**src/rtl/tx_interrupt_gen_pkg.sv**
```systemverilog
// Shared definitions for the TX interrupt coalescer: counter width and one-hot FSM encodings.
package tx_interrupt_gen_pkg;

  localparam int CNT_W = 16;

  typedef enum logic [3:0] {
    S_IDLE    = 4'b0001,
    S_ACCUM   = 4'b0010,
    S_REQ     = 4'b0100,
    S_HOLDOFF = 4'b1000
  } state_t;

endpackage

```
**src/rtl/tx_interrupt_gen_if.sv**
```systemverilog
// Bundle of TX-completion, configuration and PCIe cfg-interrupt signals around the coalescer.
interface tx_interrupt_gen_if #(
  parameter int CNT_W = tx_interrupt_gen_pkg::CNT_W
);
  import tx_interrupt_gen_pkg::*;

  // Request/accept: cfg_interrupt_n low is the request, cfg_interrupt_rdy_n low is the accept;
  // the transfer happens on the rising edge where both are low, and a request is never withdrawn.
  logic             cfg_interrupt_n;
  logic             cfg_interrupt_rdy_n;
  logic             tx_done;
  logic             interrupts_enabled;
  logic [CNT_W-1:0] coalesce_threshold;
  logic [31:0]      coalesce_timeout;
  logic [31:0]      interrupt_period;
  logic [CNT_W-1:0] pending_count;
  logic [31:0]      irq_count;
  state_t           state;

  modport slave (
    input  cfg_interrupt_rdy_n, tx_done, interrupts_enabled,
    input  coalesce_threshold, coalesce_timeout, interrupt_period,
    output cfg_interrupt_n, pending_count, irq_count, state
  );

  modport master (
    output cfg_interrupt_rdy_n, tx_done, interrupts_enabled,
    output coalesce_threshold, coalesce_timeout, interrupt_period,
    input  cfg_interrupt_n, pending_count, irq_count, state
  );

endinterface

```
**src/rtl/tx_interrupt_gen_sat_counter.sv**
```systemverilog
// Saturating up-counter with synchronous clear and load; clear beats load beats increment.
module sat_counter #(
  parameter int W = 16
) (
  input  logic         clk,
  input  logic         reset,
  input  logic         clr_i,
  input  logic         load_i,
  input  logic [W-1:0] load_val_i,
  input  logic         inc_i,
  output logic [W-1:0] cnt_o
);

  logic [W-1:0] cnt_q;
  logic [W-1:0] cnt_d;

  always_comb begin
    cnt_d = cnt_q;
    if (clr_i) begin
      cnt_d = '0;
    end else if (load_i) begin
      cnt_d = load_val_i;
    end else if (inc_i && (cnt_q != '1)) begin
      cnt_d = cnt_q + W'(1);
    end
  end

  always_ff @(posedge clk) begin
    if (reset) begin
      cnt_q <= '0;
    end else begin
      cnt_q <= cnt_d;
    end
  end

  assign cnt_o = cnt_q;

endmodule

```
**src/rtl/tx_interrupt_gen.sv**
```systemverilog
// Coalesces TX completions into MSI requests on threshold or timeout, with a hold-off after each.
module tx_interrupt_gen #(
  parameter int CNT_W = tx_interrupt_gen_pkg::CNT_W
) (
  input logic              clk,
  input logic              reset,
  tx_interrupt_gen_if.slave bus
);
  import tx_interrupt_gen_pkg::*;

  state_t           state_q;
  logic             cfg_n_q;
  logic [31:0]      irq_q;
  logic [31:0]      hold_q;
  logic [CNT_W-1:0] thr_q;
  logic [31:0]      tmo_q;
  logic [31:0]      per_q;

  logic [CNT_W-1:0] pend;
  logic [31:0]      timer;
  logic [CNT_W-1:0] thr_eff;
  logic             handshake;
  logic             hold_done;
  logic             resume_accum;
  logic             timer_clr;
  logic             fire;

  assign handshake = !cfg_n_q && !bus.cfg_interrupt_rdy_n;
  assign hold_done = (state_q == S_HOLDOFF) && (hold_q == per_q);
  // A completion landing on the hold-off exit cycle must not strand a non-zero count in S_IDLE.
  assign resume_accum = (pend != '0) || bus.tx_done;
  assign timer_clr = ((state_q == S_IDLE) && bus.tx_done) || (hold_done && resume_accum);
  assign thr_eff = (thr_q == '0) ? CNT_W'(1) : thr_q;
  assign fire = (pend >= thr_eff) || (timer >= tmo_q);

  sat_counter #(.W(CNT_W)) u_pending (
    .clk        (clk),
    .reset      (reset),
    .clr_i      (1'b0),
    .load_i     (handshake),
    .load_val_i (CNT_W'(bus.tx_done)),
    .inc_i      (bus.tx_done),
    .cnt_o      (pend)
  );

  sat_counter #(.W(32)) u_timer (
    .clk        (clk),
    .reset      (reset),
    .clr_i      (timer_clr),
    .load_i     (1'b0),
    .load_val_i (32'd0),
    .inc_i      (state_q == S_ACCUM),
    .cnt_o      (timer)
  );

  always_ff @(posedge clk) begin
    if (reset) begin
      state_q <= S_IDLE;
      cfg_n_q <= 1'b1;
      irq_q   <= '0;
      hold_q  <= '0;
      thr_q   <= '0;
      tmo_q   <= '0;
      per_q   <= '0;
    end else begin
      thr_q <= bus.coalesce_threshold;
      tmo_q <= bus.coalesce_timeout;
      per_q <= bus.interrupt_period;
      case (state_q)
        S_IDLE: begin
          if (bus.tx_done) state_q <= S_ACCUM;
        end
        S_ACCUM: begin
          if (fire && bus.interrupts_enabled) begin
            state_q <= S_REQ;
            cfg_n_q <= 1'b0;
          end
        end
        S_REQ: begin
          if (handshake) begin
            state_q <= S_HOLDOFF;
            cfg_n_q <= 1'b1;
            irq_q   <= irq_q + 32'd1;
            hold_q  <= '0;
          end
        end
        S_HOLDOFF: begin
          if (hold_done) begin
            state_q <= resume_accum ? S_ACCUM : S_IDLE;
          end else begin
            hold_q <= hold_q + 32'd1;
          end
        end
        default: begin
          state_q <= S_IDLE;
          cfg_n_q <= 1'b1;
        end
      endcase
    end
  end

  assign bus.cfg_interrupt_n = cfg_n_q;
  assign bus.pending_count   = pend;
  assign bus.irq_count       = irq_q;
  assign bus.state           = state_q;

endmodule

```
**src/flat_wrapper.sv**
```systemverilog
// flat-port wrapper written by rule: the top's interface ports become plain ports
module tx_interrupt_gen_flat import tx_interrupt_gen_pkg::*;
#(
  parameter int CNT_W = tx_interrupt_gen_pkg::CNT_W
)
  (clk, reset, bus_cfg_interrupt_rdy_n, bus_tx_done, bus_interrupts_enabled, bus_coalesce_threshold, bus_coalesce_timeout, bus_interrupt_period, bus_cfg_interrupt_n, bus_pending_count, bus_irq_count, bus_state);
  tx_interrupt_gen_if #(.CNT_W(CNT_W)) bus_i ();
  input logic clk;
  input logic reset;
  input wire logic [$bits(bus_i.cfg_interrupt_rdy_n)-1:0] bus_cfg_interrupt_rdy_n;
  input wire logic [$bits(bus_i.tx_done)-1:0] bus_tx_done;
  input wire logic [$bits(bus_i.interrupts_enabled)-1:0] bus_interrupts_enabled;
  input wire logic [$bits(bus_i.coalesce_threshold)-1:0] bus_coalesce_threshold;
  input wire logic [$bits(bus_i.coalesce_timeout)-1:0] bus_coalesce_timeout;
  input wire logic [$bits(bus_i.interrupt_period)-1:0] bus_interrupt_period;
  output wire logic [$bits(bus_i.cfg_interrupt_n)-1:0] bus_cfg_interrupt_n;
  output wire logic [$bits(bus_i.pending_count)-1:0] bus_pending_count;
  output wire logic [$bits(bus_i.irq_count)-1:0] bus_irq_count;
  output wire logic [$bits(bus_i.state)-1:0] bus_state;
  assign bus_i.cfg_interrupt_rdy_n = bus_cfg_interrupt_rdy_n;
  assign bus_i.tx_done = bus_tx_done;
  assign bus_i.interrupts_enabled = bus_interrupts_enabled;
  assign bus_i.coalesce_threshold = bus_coalesce_threshold;
  assign bus_i.coalesce_timeout = bus_coalesce_timeout;
  assign bus_i.interrupt_period = bus_interrupt_period;
  assign bus_cfg_interrupt_n = bus_i.cfg_interrupt_n;
  assign bus_pending_count = bus_i.pending_count;
  assign bus_irq_count = bus_i.irq_count;
  assign bus_state = bus_i.state;
  tx_interrupt_gen #(.CNT_W(CNT_W)) u_core (.clk(clk), .reset(reset), .bus(bus_i));
endmodule
```
**config.mk**
```make
export PLATFORM = sky130hd
export DESIGN_NAME = tx_interrupt_gen_flat
export DESIGN_NICKNAME = d
export VERILOG_FILES = /design/src/rtl/tx_interrupt_gen_pkg.sv /design/src/rtl/tx_interrupt_gen_if.sv /design/src/rtl/tx_interrupt_gen_sat_counter.sv /design/src/rtl/tx_interrupt_gen.sv /design/src/flat_wrapper.sv
export SDC_FILE = /design/constraint.sdc
export NUM_CORES = 1
export LEC_CHECK = 0
export CORE_ASPECT_RATIO = 0.9
export CORE_UTILIZATION = 51
export DETAILED_ROUTE_END_ITERATION = 10
export PLACE_DENSITY_LB_ADDON = 0.25
export RECOVER_POWER = 25
export SLEW_MARGIN = 20
export SYNTH_ARGS = -nofsm -noshare
export SYNTH_HDL_FRONTEND = slang
export SYNTH_SLANG_ARGS = --single-unit
```
**constraint.sdc**
```tcl
create_clock -name clk -period 3.9 [get_ports clk]
set_clock_uncertainty 0.15 [all_clocks]
set_input_delay 0.78 -clock clk [delete_from_list [all_inputs] [get_ports clk]]
set_output_delay 0.78 -clock clk [all_outputs]
set_load 0.02 [all_outputs]
```
==> results of run 1 <==
[flip-flops by register name, summed over array words and instances, names as in the netlist]
| name | flops |
|---|---|
| u_core.bus.cfg_interrupt_n | 1 |
| u_core.bus.irq_count | 32 |
| u_core.bus.state | 4 |
| u_core.hold_q | 32 |
| u_core.per_q | 32 |
| u_core.thr_q | 16 |
| u_core.tmo_q | 32 |
| u_core.u_pending.cnt_o | 16 |
| u_core.u_timer.cnt_o | 32 |
[metal layers]
layer,global-route usage (%),up-vias
met1,28.66,3697
met4,7.388,0
met2,37.68,155
met3,4.621,31
li1,-,3991
met5,0,-
[cell usage in the layout, fill, tap and decap left out, types with 5 or more instances in the layout]
cell             netlist  final
dfxtp_1              197    197
clkdlybuf4s50_1        0    136
nand2_1               81     81
nor2b_1               81     81
nor2_1                78     78
xor2_1                63     63
inv_1                 62     62
ha_1                  53     53
nand3_1               46     46
nand4_1               39     39
a21oi_1               39     39
xnor2_1               36     36
nor3_1                22     22
o21ai_0               21     21
nor4_1                20     20
a2111o_1              20     20
and3_1                19     19
or3_1                 19     19
clkbuf_16              0     17
o2111ai_1             16     16
and4_1                12     12
mux2i_1               12     12
buf_4                  6      9
and2_1                 7      7
a211oi_1               7      7
a21o_1                 7      7
a21boi_0               5      5
o211ai_1               5      5
[metrics by stage]
step / power (mW) / util (%) / instances
after floorplan: 2.316 / - / 1073
after global placement: 2.454 / 60.86 / 1419
after detailed placement: 2.460 / 60.86 / 1419
after CTS: 4.216 / 64.05 / 1451
after global routing: 4.353 / 64.01 / 1451
final: 4.182 / 64.01 / 1451
[path summary, 6_finish.rpt]
| kind | start | end | slack, ps | cells past startpoint |
|---|---|---|---|---|
| setup / recovery | u_core.bus.state[1] | u_core.u_timer.cnt_o[31] | 1120 | 6 |
| hold / removal | u_core.hold_q[31] | u_core.hold_q[31] | 340 | 2 |
| setup reg to reg | u_core.bus.state[1] | u_core.u_timer.cnt_o[31] | 1120 | 6 |
| hold reg to reg | u_core.hold_q[31] | u_core.hold_q[31] | 340 | 2 |
[cell type report]
class	count	area, µm²	area share, %
Clock buffer	18	439.2	3.704
Clock inverter	14	150.1	1.266
Sequential cell	197	3944	33.26
Multi-Input combinational cell	766	5340	45.04
Timing Repair Buffer	148	1441	12.16
Inverter	63	236.5	1.994
Tap cell	245	306.5	2.585
[where the power goes]
group          switching, mW  internal (mW)
Clock                  0.802          0.969
Combinational          0.146          0.168
Sequential            0.0354           2.06
[Yosys cell counts (3+ instances only)]
cell,number
o21a_1,3
nand3_1,46
xnor2_1,36
nor3_1,22
nand2_1,81
mux2i_1,12
nand4_1,39
clkbuf_1,24
inv_1,62
a2111o_1,20
o21ai_1,5
or3_1,19
and4_1,12
nor4_1,20
o21ai_0,21
nor4_4,4
buf_2,14
and2_1,7
a211oi_1,7
and3_1,19
nor3b_1,3
a21boi_0,5
nor2b_1,81
o2111ai_1,16
nor3_2,4
a21o_1,7
nand4_4,3
a21oi_1,39
nor2_1,78
o211ai_1,5
xor2_1,63
buf_4,6
ha_1,53
dfxtp_1,197
[kinds of logic (layout without fill, tap and decap cells)]
family	count (synthesis)	count (layout)
AOI/OAI and AO/OA	140	140
adders and majority gates	53	53
buffers and inverters	110	243
muxes	12	12
and+or+nand+nor	462	462
DFF	197	197
xor gates and xnor gates	99	99
[worst register-to-register path, stage by stage (launching register included)]
cell and delay (ps):
dfxtp_1 580, inv_2 110, nor4_4 660, nand3_2 320, or2_1 340, or4_1 420, a21oi_1 150
==> flow_summary.json, run 1 <==
{
  "initial_utilization_pct": 52.51,
  "wl_met1_mm": 9.905,
  "crit_arrival_ps": 3010,
  "portBuffers": 137,
  "cts_tree": "done",
  "crit_required_ps": 4120,
  "cts_sinks": 197,
  "placed_cell_area_um2": 11270,
  "crit_type": "register to register",
  "drtIter0Drc": 328,
  "drv_cap": 2,
  "path_clk_slew_ps": 70,
  "synth.distinct_cells": 64,
  "synth_edf_count": 0,
  "yosys-top-cells-area": "dfxtp_1 41%, ha_1 6.8%, xor2_1 5.7%, nor2b_1 5.2%, xnor2_1 3.2%",
  "peakVddDrop_v": 0.0002293,
  "setup_violations": 0,
  "fin_area_um2": 11860,
  "grt_pass1_vias": 7404,
  "fmax_mhz": 359.5,
  "min_path_type": "register to register",
  "fin_tns_setup_ps": 0,
  "ys_ff_latch": 197,
  "die_w_um": 147.6,
  "dp_slack_ps": 777.6,
  "first_pass_iters": 4,
  "worstMarginPinSlew_ps": 1757,
  "slew_violations": 131,
  "met2WireLength_mm": 10.17,
  "setup_slack_ps": 1118,
  "period_needed_ps": 2782,
  "synthFlopType": "dfxtp_1",
  "synth_fa_ha_area_share_pct": 6.818,
  "synth_top_area_share_pct": 40.55,
  "synthCells": 1073,
  "synth_compound_area_share_pct": 10.36,
  "status": "complete, but fails checks",
  "rows": 47,
  "violations": "capacitance limit, slew limit",
  "clock_path_buffers": 2,
  "synth_fp_nets": 1211,
  "hold_violations": 0,
  "place_hpwl_mm": 15.23,
  "maxSlewHeadroom_pct": -17.10,
  "synth_area_um2": 9727,
  "synth_top_family_by_area": "simple AND/OR/NAND/NOR gates",
  "gp_congestion": 0.8476,
  "synthXorXnorAreaFrac_pct": 8.914,
  "grt_use_total_pct": 22.44,
  "routed_wl_mm": 21.33,
  "crit_path_end_kind": "register",
  "cp_top_family": "simple AND/OR/NAND/NOR gates",
  "fp.dieH_um": 133.0,
  "avgSynthCellArea_um2": 9.065,
  "muxShareOfSynthArea_pct": 1.235,
  "diodes": 0,
  "core_area_um2": 18520,
  "drive_above_1_share_pct": 6.302,
  "vias": 7874,
  "pwr_density_cell_nw_per_um2": 352.7,
  "io_pins": 138,
  "antenna_left": 0,
  "grt_overflow": 0,
  "antenna_found_initial": 0,
  "worst-path-max-fanout": 13,
  "slowest_stage": "nor4_4",
  "cts_resized": 0,
  "synth-simple-area-share_pct": 27.40,
  "timing.critical_path.from_type": "register",
  "yosysTopAreaCell": "dfxtp_1",
  "wl_per_cell_um": 14.70,
  "dr_wl_met3_um": 844,
  "grt_pass1_wl_mm": 35.49,
  "slowest_delay_ps": 660,
  "hold_buffers": 0,
  "ys_seq_area_share_pct": 40.55,
  "clk_latency_ps": 440,
  "routed_via_density": 5.427,
  "yosys_warnings": 0,
  "cts_buffers": 17,
  "die-area_um2": 19630,
  "leakage_nw": 4.610,
  "synthArstFlopShare_pct": 0,
  "path_cells": "inv_2 > nor4_4 > nand3_2 > or2_1 > or4_1 > a21oi_1",
  "cts_setup_buffers": 0,
  "rsz0062_at_grt": "false",
  "htreeDepth": 4,
  "highest_layer": "met4",
  "cts_root_buffer": "clkbuf_16",
  "nets": 1331,
  "fill_cells": 1605,
  "worst-path-buf-inv": 1,
  "post-route-period-util_pct": 71.33,
  "worst_hold_slack_ps": 340.4,
  "grt_max_degree": 88,
  "syn_to_final_growth_pct": 21.91,
  "drc": 0
}
Power figures use the tool's default switching activity.
==> run 2, diff against run 1 <==
CORE_UTILIZATION = 50   (was 51)
clock period = 2.25 ns   (was 3.9 ns; I/O delays follow)
==> run 2 against run 1 <==
- the run now ends clean
- first-iteration DRC count rose by 18%
- non-clock buffer count rose by 76
- setup slack got worse by 1100 ps
- largest cell class unchanged
- clock power rose by 69%
- combinational power rose by 96%
- global-route usage rose by 0.75 points
- cell area rose by 6.6%
- sequential share of layout area fell by 2.0 points
- wire length rose by 5.2%
- flip-flop and latch count did not move
- fmax rose by 26%
==> flow_summary.json, run 2 (synthesized netlist as in run 1, its figures left out) <==
{
  "status": "completed",
  "r2r_start": "u_core.tmo_q[13]",
  "setup_violations": 0,
  "worst-path-max-fanout": 2,
  "timing.critical_path.from_type": "register",
  "power_mw": 7.244,
  "drv_cap": 0,
  "crit_start": "u_core.tmo_q[13]",
  "nets": 1407,
  "leakage_nw": 5.073,
  "peakVddDrop_v": 0.0004906,
  "fp.dieH_um": 134.3,
  "portBuffers": 137,
  "setup_slack_ps": 44.11,
  "place_hpwl_mm": 16.58,
  "slew_violations": 0,
  "clk_latency_ps": 440,
  "cts_root_buffer": "clkbuf_16",
  "crit_type": "register to register",
  "diodes": 0,
  "dp_slack_ps": -120.3,
  "core_area_um2": 19100,
  "fin_tns_setup_ps": 0,
  "ff2ff_path_depth": 9,
  "hold_buffers": 0,
  "r2r-end": "u_core.bus.cfg_interrupt_n",
  "routed_wl_mm": 22.43,
  "post-route-period-util_pct": 98.04,
  "crit_path_end": "u_core.bus.cfg_interrupt_n",
  "rows": 48,
  "r2r_setup_slack_ps": 40,
  "syn_to_final_growth_pct": 29.96,
  "fin_area_um2": 12640,
  "cts_buffers": 17,
  "min_path_type": "input port to register",
  "drive_above_1_share_pct": 14.20,
  "grt_use_total_pct": 23.20,
  "grt_pass1_vias": 7915,
  "grt_overflow": 0,
  "maxSlewHeadroom_pct": 10.64,
  "drtIter0Drc": 386,
  "path_clk_slew_ps": 70,
  "crit_path_end_kind": "register",
  "io_pins": 138,
  "layout_commonest_cell": "dfxtp_1",
  "gp_congestion": 0.8681,
  "routed_via_density": 5.366,
  "die_w_um": 149.0,
  "hold_violations": 0,
  "pwr_density_cell_nw_per_um2": 573.1,
  "initial_utilization_pct": 50.93,
  "first_pass_iters": 4,
  "drc": 0,
  "period_needed_ps": 2206,
  "final_util_pct": 66.19,
  "crit_arrival_ps": 2420,
  "wl_per_cell_um": 14.64,
  "placed_cell_area_um2": 11860,
  "antenna_found_initial": 0,
  "grt_pass1_wl_mm": 37.28,
  "rsz0062_at_grt": "true",
  "htreeDepth": 4,
  "grt_max_degree": 46,
  "final_cell_mix": "186 x dfxtp_1, 122 x clkdlybuf4s50_1, 82 x buf_4, 81 x nand2_1, 81 x nor2b_1",
  "worstMarginPinSlew_ps": 1340,
  "antenna_left": 0,
  "vias": 8221,
  "cts_sinks": 197,
  "clock_path_buffers": 2,
  "fmax_mhz": 453.3,
  "cts_tree": "done",
  "die-area_um2": 20020,
  "fill_cells": 1612,
  "crit_required_ps": 2460
}
## run 2: changes by cell type in the layout (fill, tap and decap cells not counted), sizes merged
cell and delta:
inv +2, clkinvlp +2, dlymetal6s2s +1, dlygate4sd2 +4
clkdlybuf4s50 -14, bufinv -1, dlygate4sd3 +9, clkinv -3
buf +76
## run 2: report_power, final
group | internal [mW] | switching (mW)
clock | 1.59 | 1.41
sequential | 3.57 | 0.0558
combinational | 0.330 | 0.285
## run 2: how the worst min path moves through the flow
stage,from,to,slack (ps),depth (start not counted)
6_report,reset,u_core.bus.irq_count[0],240,2
5_1_grt,reset,u_core.bus.irq_count[2],240,2
4_1_cts,reset,u_core.bus.irq_count[4],230,2
3_5_place_dp,u_core.hold_q[31],u_core.hold_q[31],330,2
3_3_place_gp,u_core.hold_q[31],u_core.hold_q[31],320,2
2_1_floorplan,u_core.hold_q[31],u_core.hold_q[31],310,2
## run 2: critical path, cell delays in order (launching register included)
cell	delay, ps
dfxtp_1	300
inv_1	80
ha_4	200
a21o_1	150
a21o_1	160
a2111o_1	390
a211oi_2	210
buf_4	160
o211ai_1	120
a32oi_1	210
## run 2: timing repair
item	4_1_cts	5_1_grt
gates cloned	0	1
pin swaps	4	17
setup endpoints to repair	8	60
setup buffers	0	3
gates resized for setup	15	27
## run 2: through the flow
step,std cells,hold WS [ps]
2_1_floorplan,1073,305.1
3_3_place_gp,1496,322.7
3_5_place_dp,1496,329.3
4_1_cts,1528,225.8
5_1_grt,1532,241.7
6_report,1532,235.0
## run 2: area by class of cell
class | instances | area (µm²) | area share, %
tap | 250 | 312.8 | 2.475
inverter | 63 | 236.5 | 1.871
clock inverter | 14 | 142.6 | 1.128
sequential | 197 | 3958 | 31.31
clock buffer | 18 | 439.2 | 3.474
timing repair buffer | 224 | 2068 | 16.36
multi-input combinational | 766 | 5484 | 43.38
## run 2: routing by layer
metal | GRT usage [%] | wire length, µm | up-vias | part of all wire (%)
met3 | 3.401 | 671 | 28 | 3.0
met1 | 28.95 | 10340 | 3895 | 46
met4 | 9.127 | 439 | 0 | 2.0
met2 | 40.05 | 10980 | 144 | 49
li1 | - | - | 4154 | -
met5 | 0 | 0 | - | 0
